**config.mk**
```make
export PLATFORM = sky130hd
export DESIGN_NAME = imm_pack_flat
export DESIGN_NICKNAME = d
export VERILOG_FILES = /design/src/rtl/imm_pack_pkg.sv /design/src/rtl/imm_pack_if.sv /design/src/rtl/imm_classify.sv /design/src/rtl/imm_pack.sv /design/src/flat_wrapper.sv
export SDC_FILE = /design/constraint.sdc
export NUM_CORES = 1
export LEC_CHECK = 0
export ABC_AREA = 1
export ABC_CLOCK_PERIOD_IN_PS = 1900
export BUFFER_PORTS_ARGS = -buffer_cell sky130_fd_sc_hd__buf_4
export CAP_MARGIN = 10
export CORE_ASPECT_RATIO = 1.2
export CORE_MARGIN = 1
export CORE_UTILIZATION = 35
export CTS_CLUSTER_SIZE = 10
export DETAILED_ROUTE_END_ITERATION = 6
export GPL_ROUTABILITY_DRIVEN = 0
export REMOVE_ABC_BUFFERS = 1
export SLEW_MARGIN = 20
export SYNTH_ARGS = -nofsm -noshare
export SYNTH_HDL_FRONTEND = slang
export SYNTH_SLANG_ARGS = --single-unit
export TNS_END_PERCENT = 50
```
**constraint.sdc**
```tcl
create_clock -name clk -period 1.9 [get_ports clk]
set_clock_uncertainty 0.05 [all_clocks]
set_input_delay 0 -clock clk [delete_from_list [all_inputs] [get_ports clk]]
set_output_delay 0 -clock clk [all_outputs]
set_load 0.005 [all_outputs]
```
**src/rtl/imm_pack_pkg.sv**
```systemverilog
// Shared definitions for the immediate packer and the extender that consumes its words.
// Holds the eop encodings, FSM state encodings and a reference extend helper.
package imm_pack_pkg;

  localparam int VAL_W = 32;
  localparam int IMM_W = 16;

  typedef enum logic [1:0] {
    EOP_SEXT   = 2'b00,
    EOP_ZEXT   = 2'b01,
    EOP_LUI    = 2'b10,
    EOP_SEXT_W = 2'b11
  } eop_e;

  typedef enum logic [1:0] {
    IDLE = 2'b00,
    ONE  = 2'b01,
    HI   = 2'b10,
    LO   = 2'b11
  } state_e;

  // Extender behaviour; two-word constants are the OR of both expansions.
  function automatic logic [VAL_W-1:0] eop_extend(input logic [IMM_W-1:0] imm,
                                                  input eop_e eop);
    logic [VAL_W-1:0] r;
    case (eop)
      EOP_SEXT:   r = {{16{imm[15]}}, imm};
      EOP_ZEXT:   r = {16'h0000, imm};
      EOP_LUI:    r = {imm, 16'h0000};
      default:    r = {{16{imm[15]}}, imm[15:2], 2'b00};
    endcase
    return r;
  endfunction

endpackage

```
**src/rtl/imm_pack_if.sv**
```systemverilog
// Input/output stream bundle of the immediate packer.
// Both streams use valid/ready: a word moves on a rising edge where valid and ready are both high;
// the producer holds valid and data stable until that edge, ready may change freely.
interface imm_pack_if;
  logic        in_valid;
  logic        in_ready;
  logic [31:0] in_value;
  logic        out_valid;
  logic        out_ready;
  logic [15:0] out_imm;
  logic [1:0]  out_eop;
  logic        out_last;

  modport master (
    output in_valid, in_value, out_ready,
    input  in_ready, out_valid, out_imm, out_eop, out_last
  );

  modport slave (
    input  in_valid, in_value, out_ready,
    output in_ready, out_valid, out_imm, out_eop, out_last
  );
endinterface

```
**src/rtl/imm_classify.sv**
```systemverilog
// Picks the cheapest extender encoding for a 32-bit constant (combinational).
// The zero-extend single-word candidate exists only when IMM_PACK_ZEXT_EN is defined.
module imm_classify
  import imm_pack_pkg::*;
(
  input  logic [VAL_W-1:0] value,
  output logic             split,
  output logic [IMM_W-1:0] imm,
  output eop_e             eop
);

  logic fits_sext;
  logic fits_zext;
  logic fits_lui;

  assign fits_sext = (&value[31:15]) | ~(|value[31:15]);
`ifdef IMM_PACK_ZEXT_EN
  assign fits_zext = ~(|value[31:16]);
`else
  assign fits_zext = 1'b0;
`endif
  assign fits_lui  = ~(|value[15:0]);

  // EOP_SEXT_W is never chosen: anything it covers already fits EOP_SEXT.
  always_comb begin
    split = 1'b0;
    imm   = value[15:0];
    eop   = EOP_SEXT;
    if (fits_sext) begin
      eop = EOP_SEXT;
    end else if (fits_zext) begin
      eop = EOP_ZEXT;
    end else if (fits_lui) begin
      imm = value[31:16];
      eop = EOP_LUI;
    end else begin
      split = 1'b1;
      imm   = value[31:16];
      eop   = EOP_LUI;
    end
  end

endmodule

```
**src/rtl/imm_pack.sv**
```systemverilog
// Immediate packer: turns each accepted constant into one or two registered (imm, eop) words.
// Build option IMM_PACK_ZEXT_EN enables the zero-extend single-word encoding.
module imm_pack
  import imm_pack_pkg::*;
(
  input  logic       clk,
  input  logic       reset,
  imm_pack_if.slave  bus,
  output state_e     dbg_state
);

  state_e           state_q, state_d;
  logic             valid_q, valid_d;
  logic [IMM_W-1:0] imm_q, imm_d;
  eop_e             eop_q, eop_d;
  logic             last_q, last_d;
  logic [IMM_W-1:0] lo_q, lo_d;

  logic             cls_split;
  logic [IMM_W-1:0] cls_imm;
  eop_e             cls_eop;
  logic             in_ready;
  logic             accept;

  imm_classify u_classify (
    .value (bus.in_value),
    .split (cls_split),
    .imm   (cls_imm),
    .eop   (cls_eop)
  );

  // A new constant may enter only when the held word is the last one and is leaving.
  assign in_ready = ~reset & ((state_q == IDLE) |
                              (((state_q == ONE) | (state_q == LO)) & bus.out_ready));
  assign accept   = bus.in_valid & in_ready;

  always_comb begin
    state_d = state_q;
    valid_d = valid_q;
    imm_d   = imm_q;
    eop_d   = eop_q;
    last_d  = last_q;
    lo_d    = lo_q;
    case (state_q)
      HI: begin
        if (bus.out_ready) begin
          state_d = LO;
          imm_d   = lo_q;
          eop_d   = EOP_ZEXT;
          last_d  = 1'b1;
        end
      end
      default: begin
        if (accept) begin
          state_d = cls_split ? HI : ONE;
          valid_d = 1'b1;
          imm_d   = cls_imm;
          eop_d   = cls_eop;
          last_d  = ~cls_split;
          lo_d    = bus.in_value[15:0];
        end else if ((state_q != IDLE) && bus.out_ready) begin
          state_d = IDLE;
          valid_d = 1'b0;
        end
      end
    endcase
  end

  always_ff @(posedge clk) begin
    if (reset) begin
      state_q <= IDLE;
      valid_q <= 1'b0;
      imm_q   <= '0;
      eop_q   <= EOP_SEXT;
      last_q  <= 1'b0;
      lo_q    <= '0;
    end else begin
      state_q <= state_d;
      valid_q <= valid_d;
      imm_q   <= imm_d;
      eop_q   <= eop_d;
      last_q  <= last_d;
      lo_q    <= lo_d;
    end
  end

  assign bus.in_ready  = in_ready;
  assign bus.out_valid = valid_q;
  assign bus.out_imm   = imm_q;
  assign bus.out_eop   = eop_q;
  assign bus.out_last  = last_q;
  assign dbg_state     = state_q;

endmodule

```
**src/flat_wrapper.sv**
```systemverilog
// flat-port wrapper written by rule: the top's interface ports become plain ports
module imm_pack_flat import imm_pack_pkg::*;
  (clk, reset, dbg_state, bus_in_valid, bus_in_value, bus_out_ready, bus_in_ready, bus_out_valid, bus_out_imm, bus_out_eop, bus_out_last);
  imm_pack_if bus_i ();
  input  logic clk;
  input  logic reset;
  output state_e dbg_state;
  input wire logic [$bits(bus_i.in_valid)-1:0] bus_in_valid;
  input wire logic [$bits(bus_i.in_value)-1:0] bus_in_value;
  input wire logic [$bits(bus_i.out_ready)-1:0] bus_out_ready;
  output wire logic [$bits(bus_i.in_ready)-1:0] bus_in_ready;
  output wire logic [$bits(bus_i.out_valid)-1:0] bus_out_valid;
  output wire logic [$bits(bus_i.out_imm)-1:0] bus_out_imm;
  output wire logic [$bits(bus_i.out_eop)-1:0] bus_out_eop;
  output wire logic [$bits(bus_i.out_last)-1:0] bus_out_last;
  assign bus_i.in_valid = bus_in_valid;
  assign bus_i.in_value = bus_in_value;
  assign bus_i.out_ready = bus_out_ready;
  assign bus_in_ready = bus_i.in_ready;
  assign bus_out_valid = bus_i.out_valid;
  assign bus_out_imm = bus_i.out_imm;
  assign bus_out_eop = bus_i.out_eop;
  assign bus_out_last = bus_i.out_last;
  imm_pack u_core (.clk(clk), .reset(reset), .bus(bus_i), .dbg_state(dbg_state));
endmodule
```
* Word level (Yosys, flattened, before mapping) *
Index checks and enable logic that the tools add are counted.

storage, ports and cells
  flip-flop bits (word level) = 38
  input port bits = 36
  output and inout port bits = 23
  logic and storage cells = 53

operators by class
  eq/ne operators = 4
  multiplexer cells = 20
  bitwise gates (word level) = 10
  reduce and logical (&&, ||, !) cells = 13

operators by type and width
  cell                                            number
  two-way mux 16 bit                              4
  two-way mux 2 bit                               9
  AND reduction 17 bit                            1
  OR reduction 17 bit                             1
  OR reduction 16 bit                             1
  AND reduction 2 bit                             4
  two-way mux 1 bit                               7
  nonzero test 2 bit                              3
  == test 2 bit (second input constant)           2
  inverter 1 bit                                  4
  AND 1 bit                                       3
  OR 1 bit                                        3
  nonzero test 3 bit                              1
  == test 2 x 1 -> 1 bit (second input constant)  1
  zero test 2 bit                                 1
  inequality test 2 bit (second input constant)   1
  logical AND 1 bit                               1

* Depth between registers and ports, before layout *
Gate-level depths: netlist of the first run.

  depth after elaboration = 8
  depth in mapped cells = 10
  mapped depth without buffers = 9

* Hierarchy *
From an unflattened synthesis of the first run, not the netlist that was laid out.

second synthesis, totals
  cell total of the unflattened synthesis = 326
  area, all modules = 2079.5 um2

modules (own cells, without submodules)
  module        instances  cells each  area an instance (um2)
  imm_pack      1          230         1655.3
  imm_classify  1          96          424.2

* Least setup slack after synthesis of the first run *
OpenSTA, ideal clock, no wires.

  path type = register to register
  start = register u_core.state_q[0], in the netlist u_core.dbg_state[0]
  end = register u_core.imm_q[10], in the netlist u_core.bus.out_imm[10]
  arrival = 1294 ps
  data required time = 1731 ps
  path slack = 437 ps
  stages on the path, launching flop included = 11
  clock period less this slack = 1463 ps
  cells stage by stage = dfxtp_1 > nand2_1 > o21ai_1 > nand2_1 > nor2_4 > inv_4 > nand2_4 > inv_4 > buf_6 > a21oi_1 > a21oi_1

on the way
  word-level cells in the longest chain between the ends = 8

ends and longest elaborated chain
  item                                                            line            RTL
  start: declaration                                              imm_pack.sv:12  state_e state_q, state_d;
  start signal: assignment                                        imm_pack.sv:78  state_q <= state_d;
  == test 2 x 1 -> 1 bit / == test 2 bit (equally long branches)  imm_pack.sv:34  (((state_q == ONE) | (state_q == LO)) & bus.out_ready));
  OR 1 bit                                                        imm_pack.sv:34
  AND 1 bit                                                       imm_pack.sv:34
  OR 1 bit                                                        imm_pack.sv:33  assign in_ready = ~reset & ((state_q == IDLE) |
  AND 1 bit                                                       imm_pack.sv:33
  AND 1 bit                                                       imm_pack.sv:35  assign accept = bus.in_valid & in_ready;
  nonzero test 2 bit (no source line)                             --
  AND reduction 2 bit (no source line)                            --
  end signal: assignment                                          imm_pack.sv:80  imm_q <= imm_d;
  end: declaration                                                imm_pack.sv:14  logic [IMM_W-1:0] imm_q, imm_d;

Several ways; a longest one is shown, not always the timed one.
A chain may end at the register's enable or synchronous reset.

* Final worst setup path of the first run *
  start = register u_core.state_q[0], in the netlist u_core.dbg_state[0]
  end = register u_core.valid_q, in the netlist u_core.bus.out_valid

on the way
  word-level cells in the longest chain between the ends = 8

ends and longest elaborated chain
  item                                                            line            RTL
  == test 2 x 1 -> 1 bit / == test 2 bit (equally long branches)  imm_pack.sv:34
  OR 1 bit                                                        imm_pack.sv:34
  AND 1 bit                                                       imm_pack.sv:34
  OR 1 bit                                                        imm_pack.sv:33
  AND 1 bit                                                       imm_pack.sv:33
  AND 1 bit                                                       imm_pack.sv:35
  nonzero test 2 bit (no source line)                             --
  AND reduction 2 bit (no source line)                            --
  end signal: assignment                                          imm_pack.sv:79  valid_q <= valid_d;
  end: declaration                                                imm_pack.sv:13  logic valid_q, valid_d;

Several ways; a longest one is shown, not always the timed one.

==> results of run 1 <==
[per-layer routing]
metal,up-vias,GRT usage
met4,0,0.0673
met5,-,0
met1,923,0.228
li1,1080,-
met2,44,0.347
met3,7,0.0350
[critical path, delay by kind of cell (launching register included)]
family / cells / cell delay [ps]
DFF: 1 / 400
buffers and inverters: 2 / 610
AOI/OAI and AO/OA: 2 / 140
and+or+nand+nor: 4 / 410
[stage by stage]
step,setup WS [ps],instances
4_1_cts,209,420
5_1_grt,58.8,420
2_1_floorplan,182,269
3_5_place_dp,312,394
3_3_place_gp,347,394
6_report,186,420
[kinds of logic (layout without fill, tap and decap cells)]
kind of cell / count (synthesis) / count (layout) / share of synthesized area
buffers and inverters: 54 / 130 / 0.122
DFF: 38 / 38 / 0.400
AOI/OAI and AO/OA: 88 / 88 / 0.239
and+or+nand+nor: 102 / 102 / 0.240
[repair_timing]
action                                  CTS  global route
setup buffers                             0             0
endpoints found under the hold margin    22             0
hold buffers                             19             0
endpoints found under the setup margin    0             0
[cell usage in the layout (no fill, tap or decap)]
master,count
buf_4,63
a21oi_1,52
nand2_1,42
inv_1,39
dfxtp_1,38
o21ai_0,33
nand3_1,33
nor2_1,20
dlygate4sd3_1,19
clkbuf_8,5
nand4_1,3
inv_4,2
nand2_4,2
clkbuf_1,2
o21ai_1,1
nor2_4,1
o21ai_4,1
nor2_2,1
o211ai_1,1
[worst paths after layout]
path | startpoint | to | slack [ps]
max | u_core.dbg_state[0] | u_core.bus.out_valid | 190
min | bus_in_value[27] | u_core.bus.out_imm[11] | 20
max reg2reg | u_core.dbg_state[0] | u_core.bus.out_valid | 190
min reg2reg | u_core.lo_q[7] | u_core.lo_q[7] | 420
[state kept, by name, indices dropped and copies added (netlist names)]
register and flops:
u_core.bus.out_imm 16, u_core.lo_q 16, u_core.bus.out_eop 2, u_core.dbg_state 2, u_core.bus.out_last 1, u_core.bus.out_valid 1
[layout make-up]
| type | count | area [um^2] | area share |
|---|---|---|---|
| tap | 62 | 77.6 | 0.0293 |
| sequential | 38 | 761 | 0.287 |
| inverter | 41 | 159 | 0.0600 |
| multi-input combinational | 190 | 911 | 0.344 |
| timing repair buffer | 82 | 663 | 0.250 |
| clock buffer | 7 | 76.3 | 0.0288 |
[power by group through the flow]
stage | clock network (mW) | registers, mW | logic, mW
2_1_floorplan | 0 | 0.917 | 0.200
5_1_grt | 0.564 | 0.908 | 0.494
3_3_place_gp | 0 | 0.919 | 0.404
4_1_cts | 0.532 | 0.901 | 0.439
6_report | 0.516 | 0.901 | 0.437
3_5_place_dp | 0 | 0.919 | 0.406
==> run_results.csv, run 1 <==
group,metric,value,unit
routing,met2_length,2560,um
logic_synthesis,syn-mean-instance-area,6.75,um^2
routing,drc,0,
pwr,clkPwrFrac,0.278,
floorplanning,io_pins,59,
logic_synthesis,yosysMostFrequentCell,"a21oi_1",
final_layout,n_antenna_cell,0,
clock_tree,cts.sinks,38,
final_layout,fin_util,0.503,
routing,wl_met1,2400,um
routing,highest_layer,"met4",
clock_tree,cts_buffers,5,
clock_tree,cts_tree,"done",
floorplanning,die-area,0.00574,mm^2
logic_synthesis,synthArstFlopShare,0,
routing,vias_per_cell,4.89,
clock_tree,cts_resized,0,
pwr,finalPower,1.85,mW
pwr,pwr-share-seq,0.486,
pwr,power.density,700,mW/mm^2
clock_tree,htreeDepth,2,
routing,firstDrtPassIters,4,
timing,grt_setup_unrepaired,"no",
floorplanning,rows,29,
timing,min_period,1710,ps
pwr,p_leak,1.31,nW
final_layout,final_nets,394,
logic_synthesis,seq_area_frac_synth,0.400,
grt,antenna_found_initial,0,
logic_synthesis,ys.flop_type,"dfxtp_1",
job,drv_cap,0,
timing,worst_pin_slew,520,ps
critical_path,worst_setup_path_start_kind,"flip-flop",
hold_path,hold_path_class,"in -> reg",
grt,grt_max_degree,34,
routing,wl,5220,um
routing,drtIter0Drc,135,
clock_tree,clk_path_buf_depth,2,
logic_synthesis,synth_warnings,0,
final_layout,fin_area,0.00265,mm^2
timing,hold_violations,0,
floorplanning,die_w,69.3,um
logic_synthesis,syn_inst,282,
logic_synthesis,ys_top_cells_by_count,"a21oi_1 (52), nand2_1 (42), inv_1 (39), dfxtp_1 (38)",
hold_path,hold_path_depth,5,
placement,dpl.hpwl,3580,um
grt,grt_pass1_wl,8610,um
logic_synthesis,synth_area_leaders,"dfxtp_1 (40%), a21oi_1 (14%), nand3_1 (8.7%)",
floorplanning,core,0.00526,mm^2
pwr,p_switching,0.524,mW
pwr,p_int,1.33,mW
critical_path,cp_data_required_time,2030,ps
floorplanning,fp.dieH,82.8,um
timing,setup_tns,0,ps
critical_path,cp_common_cell,"nand2_1",
outcome,outcome,"completed",
logic_synthesis,ys_types,19,
floorplanning,initial_core_util,0.362,
logic_synthesis,syn_area,0.00190,mm^2
timing,period_share,0.902,
clock_tree,clk_pin_slew,70,ps
grt,grt_pass1_vias,1904,
critical_path,critical_path.max_fanout,5,
pwr,power_frac_comb,0.236,
placement,portBuffers,58,
critical_path,slowest_delay,550,ps
routing,wl_met3,204,um
pwr,ir_drop,358,uV
grt,track_usage,0.191,
critical_path,crit_path_cell_trace,"nand2_1, o21ai_1, nand2_1, nor2_4, inv_4, nand3_1, a21oi_1, dlygate4sd3_1",
critical_path,critical_path_class,"reg -> reg",
critical_path,cp.arrival,1850,ps
critical_path,end_kind,"flip-flop",
routing,ant_nets,0,
timing,drv_slew,0,
logic_synthesis,synth-edff-count,0,
clock_tree,clk_latency,290,ps
final_layout,area_growth,39.1,%
final_layout,layout-drive-gt1-share,0.209,
timing,worst_hold_slack,18.1,ps
timing,setup_viol,0,
final_layout,nFillCells,546,
timing,max_freq,583,MHz
logic_synthesis,synth_top_cell_area_share,0.400,
critical_path,slowest_stage,"dlygate4sd3_1",
logic_synthesis,ys_seq_elements,38,
critical_path,rr_worst_depth,8,
placement,placed_area,0.00238,mm^2
logic_synthesis,synth_top_cell_by_area,"dfxtp_1",
clock_tree,cts_root_buf,"clkbuf_8",
pwr,switching_share,0.283,
routing,wl_per_cell,12.4,um
grt,grt_overflow_total,0,
routing,via_count,2054,
timing,slew-limit-headroom,0.653,
No activity file was read; power rests on OpenSTA's default activity.
==> run 2: changes to the inputs <==
CORE_UTILIZATION = 45   (was 35)
PLACE_DENSITY = 0.72   (was default)
==> run 2 against run 1 <==
  * Wire length up 0.15%
  * Setup slack better by 33 ps
  * Critical path depth unchanged
  * Global-route usage up 6.7 points
  * Die area down 22%
  * Clock-buffer cell count unchanged
  * First-iteration DRC count down 6.7%
  * Sequential cell count unchanged
  * Fmax up 1.9%
  * Total power up 2.8%
  * Register-to-register slack better by 30 ps
  * Critical path type unchanged
  * Critical endpoint unchanged
  * Highest routed layer unchanged
==> run_results.csv, run 2 (synthesis results as in run 1) <==
group,metric,value,unit
outcome,outcome,"completed",
job,drv_cap,0,
placement,dpl.hpwl,3440,um
timing,period_share,0.885,
grt,grt_max_degree,34,
timing,max_freq,595,MHz
critical_path,r2r-start,"u_core.dbg_state[0]",
timing,slew-limit-headroom,0.647,
floorplanning,fp.dieH,73.2,um
pwr,power.density,717,mW/mm^2
timing,setup_tns,0,ps
routing,vias_per_cell,5.01,
clock_tree,clk_latency,290,ps
hold_path,hold_path_class,"in -> reg",
clock_tree,clk_pin_slew,70,ps
clock_tree,cts.sinks,38,
final_layout,nFillCells,397,
hold_path,hold_end,"u_core.dbg_state[0]",
hold_path,hold_path_depth,4,
critical_path,worst_setup_path_start_kind,"flip-flop",
routing,firstDrtPassIters,5,
floorplanning,core,0.00400,mm^2
pwr,p_leak,1.32,nW
routing,drc,0,
routing,drtIter0Drc,126,
floorplanning,io_pins,59,
grt,grt_pass1_vias,1921,
grt,track_usage,0.257,
placement,portBuffers,58,
timing,worst_pin_slew,530,ps
floorplanning,rows,25,
critical_path,cp_data_required_time,2040,ps
critical_path,r2r_slack,220,ps
critical_path,r2r_end,"u_core.bus.out_valid",
floorplanning,die_w,61.4,um
clock_tree,cts_buffers,5,
floorplanning,initial_core_util,0.475,
clock_tree,post-cts-setup-buffer-count,0,
clock_tree,cts_root_buf,"clkbuf_8",
hold_path,hp-start,"bus_out_ready",
final_layout,final_nets,395,
critical_path,cp.arrival,1820,ps
placement,placed_area,0.00238,mm^2
critical_path,critical_path.max_fanout,5,
pwr,ir_drop,478,uV
timing,drv_slew,0,
grt,gr-usage-met3,0.0319,
clock_tree,cts_tree,"done",
final_layout,final_cell_mix,"buf_4 (64), a21oi_1 (52), nand2_1 (42)",
timing,grt_setup_unrepaired,"no",
grt,grt_overflow_total,0,
routing,wl,5220,um
final_layout,area_growth,39.8,%
timing,setup_viol,0,
timing,min_period,1680,ps
critical_path,critical_path_class,"reg -> reg",
routing,wl_per_cell,12.6,um
grt,antenna_found_initial,0,
grt,met2_usage,0.438,
final_layout,final_common_cell,"buf_4",
final_layout,n_antenna_cell,0,
routing,via_count,2074,
floorplanning,die-area,0.00449,mm^2
pwr,finalPower,1.91,mW
grt,grt_pass1_wl,8610,um
critical_path,rr_worst_depth,8,
grt,grtUsageMet1,0.331,
grt,grt_most_used_layer,"met2",
routing,ant_nets,0,
critical_path,end_kind,"flip-flop",
clock_tree,htreeDepth,2,
final_layout,fin_area,0.00266,mm^2
final_layout,multi_input_area,911,um^2
timing,hold_violations,0,
final_layout,final-seq-area,761,um^2
final_layout,layout-drive-gt1-share,0.217,
clock_tree,clk_path_buf_depth,2,
-- run 2: worst max-delay path by stage --
stage / start / slack [ps] / end / cells after the start
floorplan: u_core.dbg_state[0] / 180 / u_core.bus.out_imm[0] / 9
finish: u_core.dbg_state[0] / 220 / u_core.bus.out_valid / 8
detailed placement: u_core.dbg_state[0] / 280 / u_core.bus.out_last / 8
global placement: u_core.dbg_state[0] / 340 / u_core.bus.out_last / 8
CTS: u_core.dbg_state[0] / 210 / u_core.bus.out_valid / 8
global route: u_core.dbg_state[0] / 100 / u_core.bus.out_valid / 8
-- run 2: layer usage --
metal  wire, um  share of wire  vias up
met1       2260           0.43      930
met2       2650           0.51       56
met4         58          0.011        0
li1           -              -     1083
met3        252          0.048        5
met5          0              0        -
-- run 2: per-stage QoR --
step / utilization / hold WS, ps / setup slack (ps) / instances
2_1_floorplan: - / 19.1 / 182 / 269
3_3_place_gp: 0.594 / 177 / 344 / 387
3_5_place_dp: 0.594 / 176 / 282 / 387
4_1_cts: 0.664 / 15.5 / 207 / 414
5_1_grt: 0.664 / 45.1 / 102 / 414
6_report: 0.664 / 14.2 / 218 / 414
-- run 2: critical path, cell delays in order (launching register included) --
cell	delay, ps
dfxtp_1	410
nand2_1	90
o21ai_1	80
nand2_1	110
nor2_4	120
inv_4	60
nand3_1	60
a21oi_1	50
dlygate4sd3_1	540
-- run 2: power by group --
part           internal, mW  switching [mW]  total, mW  leakage (nW)
Combinational         0.213           0.225      0.438         0.963
Sequential            0.867          0.0364      0.903         0.313
Clock                 0.292           0.273      0.566        0.0482
-- run 2: area by class of cell --
| type | count | area share |
|---|---|---|
| repair buffers | 83 | 0.252 |
| clock buffers | 7 | 0.0325 |
| well taps | 54 | 0.0254 |
| clock inverters | 1 | 0.00188 |
| multi-input cells | 190 | 0.342 |
| flip-flops and latches | 38 | 0.286 |
| inverters | 41 | 0.0597 |
-- run 2: timing repair --
action,in CTS,in global routing
hold endpoints to repair,22,0
hold buffers,19,0
setup endpoints to repair,0,0
resized for setup,0,0
==> run 3: changes to the inputs <==
RECOVER_POWER = 100   (was default)
==> run 3 against run 2 <==
  * Fmax rose by 0.12%
  * Critical path depth is the same
  * Sequential power about the same
  * Wire length barely moved
  * Sequential cell count did not move
  * Final cell count did not move
  * Largest power group unchanged
  * Critical endpoint unchanged
==> run_results.csv, run 3 (synthesis results as in run 1) <==
group,metric,value,unit
final_layout,area_growth,39.1,%
floorplanning,fp.dieH,73.2,um
pwr,pwr-share-seq,0.475,
floorplanning,core,0.00400,mm^2
clock_tree,cts_resized,0,
timing,min_period,1680,ps
pwr,switching_share,0.281,
floorplanning,initial_core_util,0.475,
final_layout,n_antenna_cell,0,
pwr,finalPower,1.90,mW
hold_path,hold_path_class,"in -> reg",
critical_path,critical_path_class,"reg -> reg",
critical_path,slowest_stage,"dlygate4sd3_1",
grt,grt_max_degree,34,
timing,setup_viol,0,
pwr,p_int,1.37,mW
critical_path,end_kind,"flip-flop",
critical_path,crit_buf_inv,2,
grt,track_usage,0.257,
routing,drc,0,
floorplanning,io_pins,59,
grt,antenna_found_initial,0,
placement,portBuffers,58,
pwr,p_switching,0.533,mW
clock_tree,htreeDepth,2,
grt,grt_overflow_total,0,
final_layout,final_nets,395,
timing,period_share,0.884,
grt,grt_pass1_vias,1921,
clock_tree,clk_pin_slew,70,ps
clock_tree,cts_hold_buf,19,
grt,grt_pass1_wl,8610,um
critical_path,cp_data_required_time,2040,ps
clock_tree,cts.sinks,38,
routing,firstDrtPassIters,4,
routing,wl,5230,um
outcome,outcome,"completed",
critical_path,cpLargestDelayFamily,"buffers and inverters",
pwr,power_frac_comb,0.226,
critical_path,critical_path.max_fanout,5,
timing,drv_slew,0,
routing,vias_per_cell,5.02,
placement,dpl.hpwl,3440,um
floorplanning,die-area,0.00449,mm^2
critical_path,cp.arrival,1820,ps
floorplanning,rows,25,
clock_tree,cts_buffers,5,
critical_path,slowest_delay,540,ps
final_layout,layout-drive-gt1-share,0.214,
timing,worst_pin_slew,534,ps
clock_tree,cts_root_buf,"clkbuf_8",
clock_tree,cts_tree,"done",
routing,via_count,2079,
critical_path,cp_common_cell,"nand2_1",
timing,grt_setup_unrepaired,"no",
routing,wl_per_cell,12.6,um
timing,slew-limit-headroom,0.644,
clock_tree,clk_latency,290,ps
final_layout,final_common_cell,"a21oi_1",
pwr,p_leak,1.30,nW
timing,hold_violations,0,
clock_tree,clk_path_buf_depth,2,
floorplanning,die_w,61.4,um
timing,max_freq,595,MHz
pwr,clkPwrFrac,0.299,
routing,drtIter0Drc,138,
job,drv_cap,0,
timing,setup_tns,0,ps
critical_path,worst_setup_path_start_kind,"flip-flop",
pwr,ir_drop,475,uV
critical_path,crit_path_cell_trace,"nand2_1, o21ai_0, nand2_1, nor2_4, inv_2, nand3_1, a21oi_1, dlygate4sd3_1",
routing,ant_nets,0,
clock_tree,post-cts-setup-buffer-count,0,
final_layout,final_cell_mix,"a21oi_1 (52), nand2_1 (42), buf_4 (42)",
pwr,power.density,718,mW/mm^2
## run 3: through the flow
| stage | setup WS, ps | hold WS (ps) | utilization | cell area (um^2) | cells |
|---|---|---|---|---|---|
| final | 220 | 18.9 | 0.661 | 2650 | 414 |
| after floorplan | 182 | 19.1 | - | 1830 | 269 |
| after global placement | 344 | 177 | 0.594 | 2380 | 387 |
| after global routing | 57.6 | 45.1 | 0.661 | 2650 | 414 |
| after CTS | 207 | 15.5 | 0.664 | 2660 | 414 |
| after detailed placement | 282 | 176 | 0.594 | 2380 | 387 |
## run 3: tightest hold or removal path: cells and delay by family
family	cells	cell delay, ps
compound gates	2	180
buf+inv	1	100
simple gates	1	40
## run 3: final timing paths
path              slack (ps)  cells past startpoint                     to                   from
setup / recovery         220                      8   u_core.bus.out_valid    u_core.dbg_state[0]
hold / removal            20                      4    u_core.dbg_state[0]          bus_out_ready
setup reg to reg         220                      8   u_core.bus.out_valid    u_core.dbg_state[0]
hold reg to reg          420                      2  u_core.bus.out_eop[0]  u_core.bus.out_eop[0]
## run 3: final cells by class
class	instances	area (um^2)
clock buffer	7	86.3
clock inverter	1	5.00
fill	401	1360
inverter	41	154
multi-input combinational	190	906
sequential	38	761
tap	54	67.6
timing repair buffer	83	667
## run 3: per-layer routing
metal	part of all wire	GRT usage	up-vias	wire length, um
met1	0.43	0.331	926	2270
met5	0	0	-	0
li1	-	-	1077	-
met4	0.015	0.0864	0	80
met2	0.50	0.438	69	2630
met3	0.047	0.0319	7	247
## run 3: power by group through the flow
stage | Sequential, mW | Clock (mW) | Combinational [mW]
after global routing | 0.909 | 0.612 | 0.488
final | 0.902 | 0.568 | 0.430
after global placement | 0.921 | 0 | 0.399
after detailed placement | 0.920 | 0 | 0.405
after floorplan | 0.917 | 0 | 0.200
after CTS | 0.903 | 0.575 | 0.437
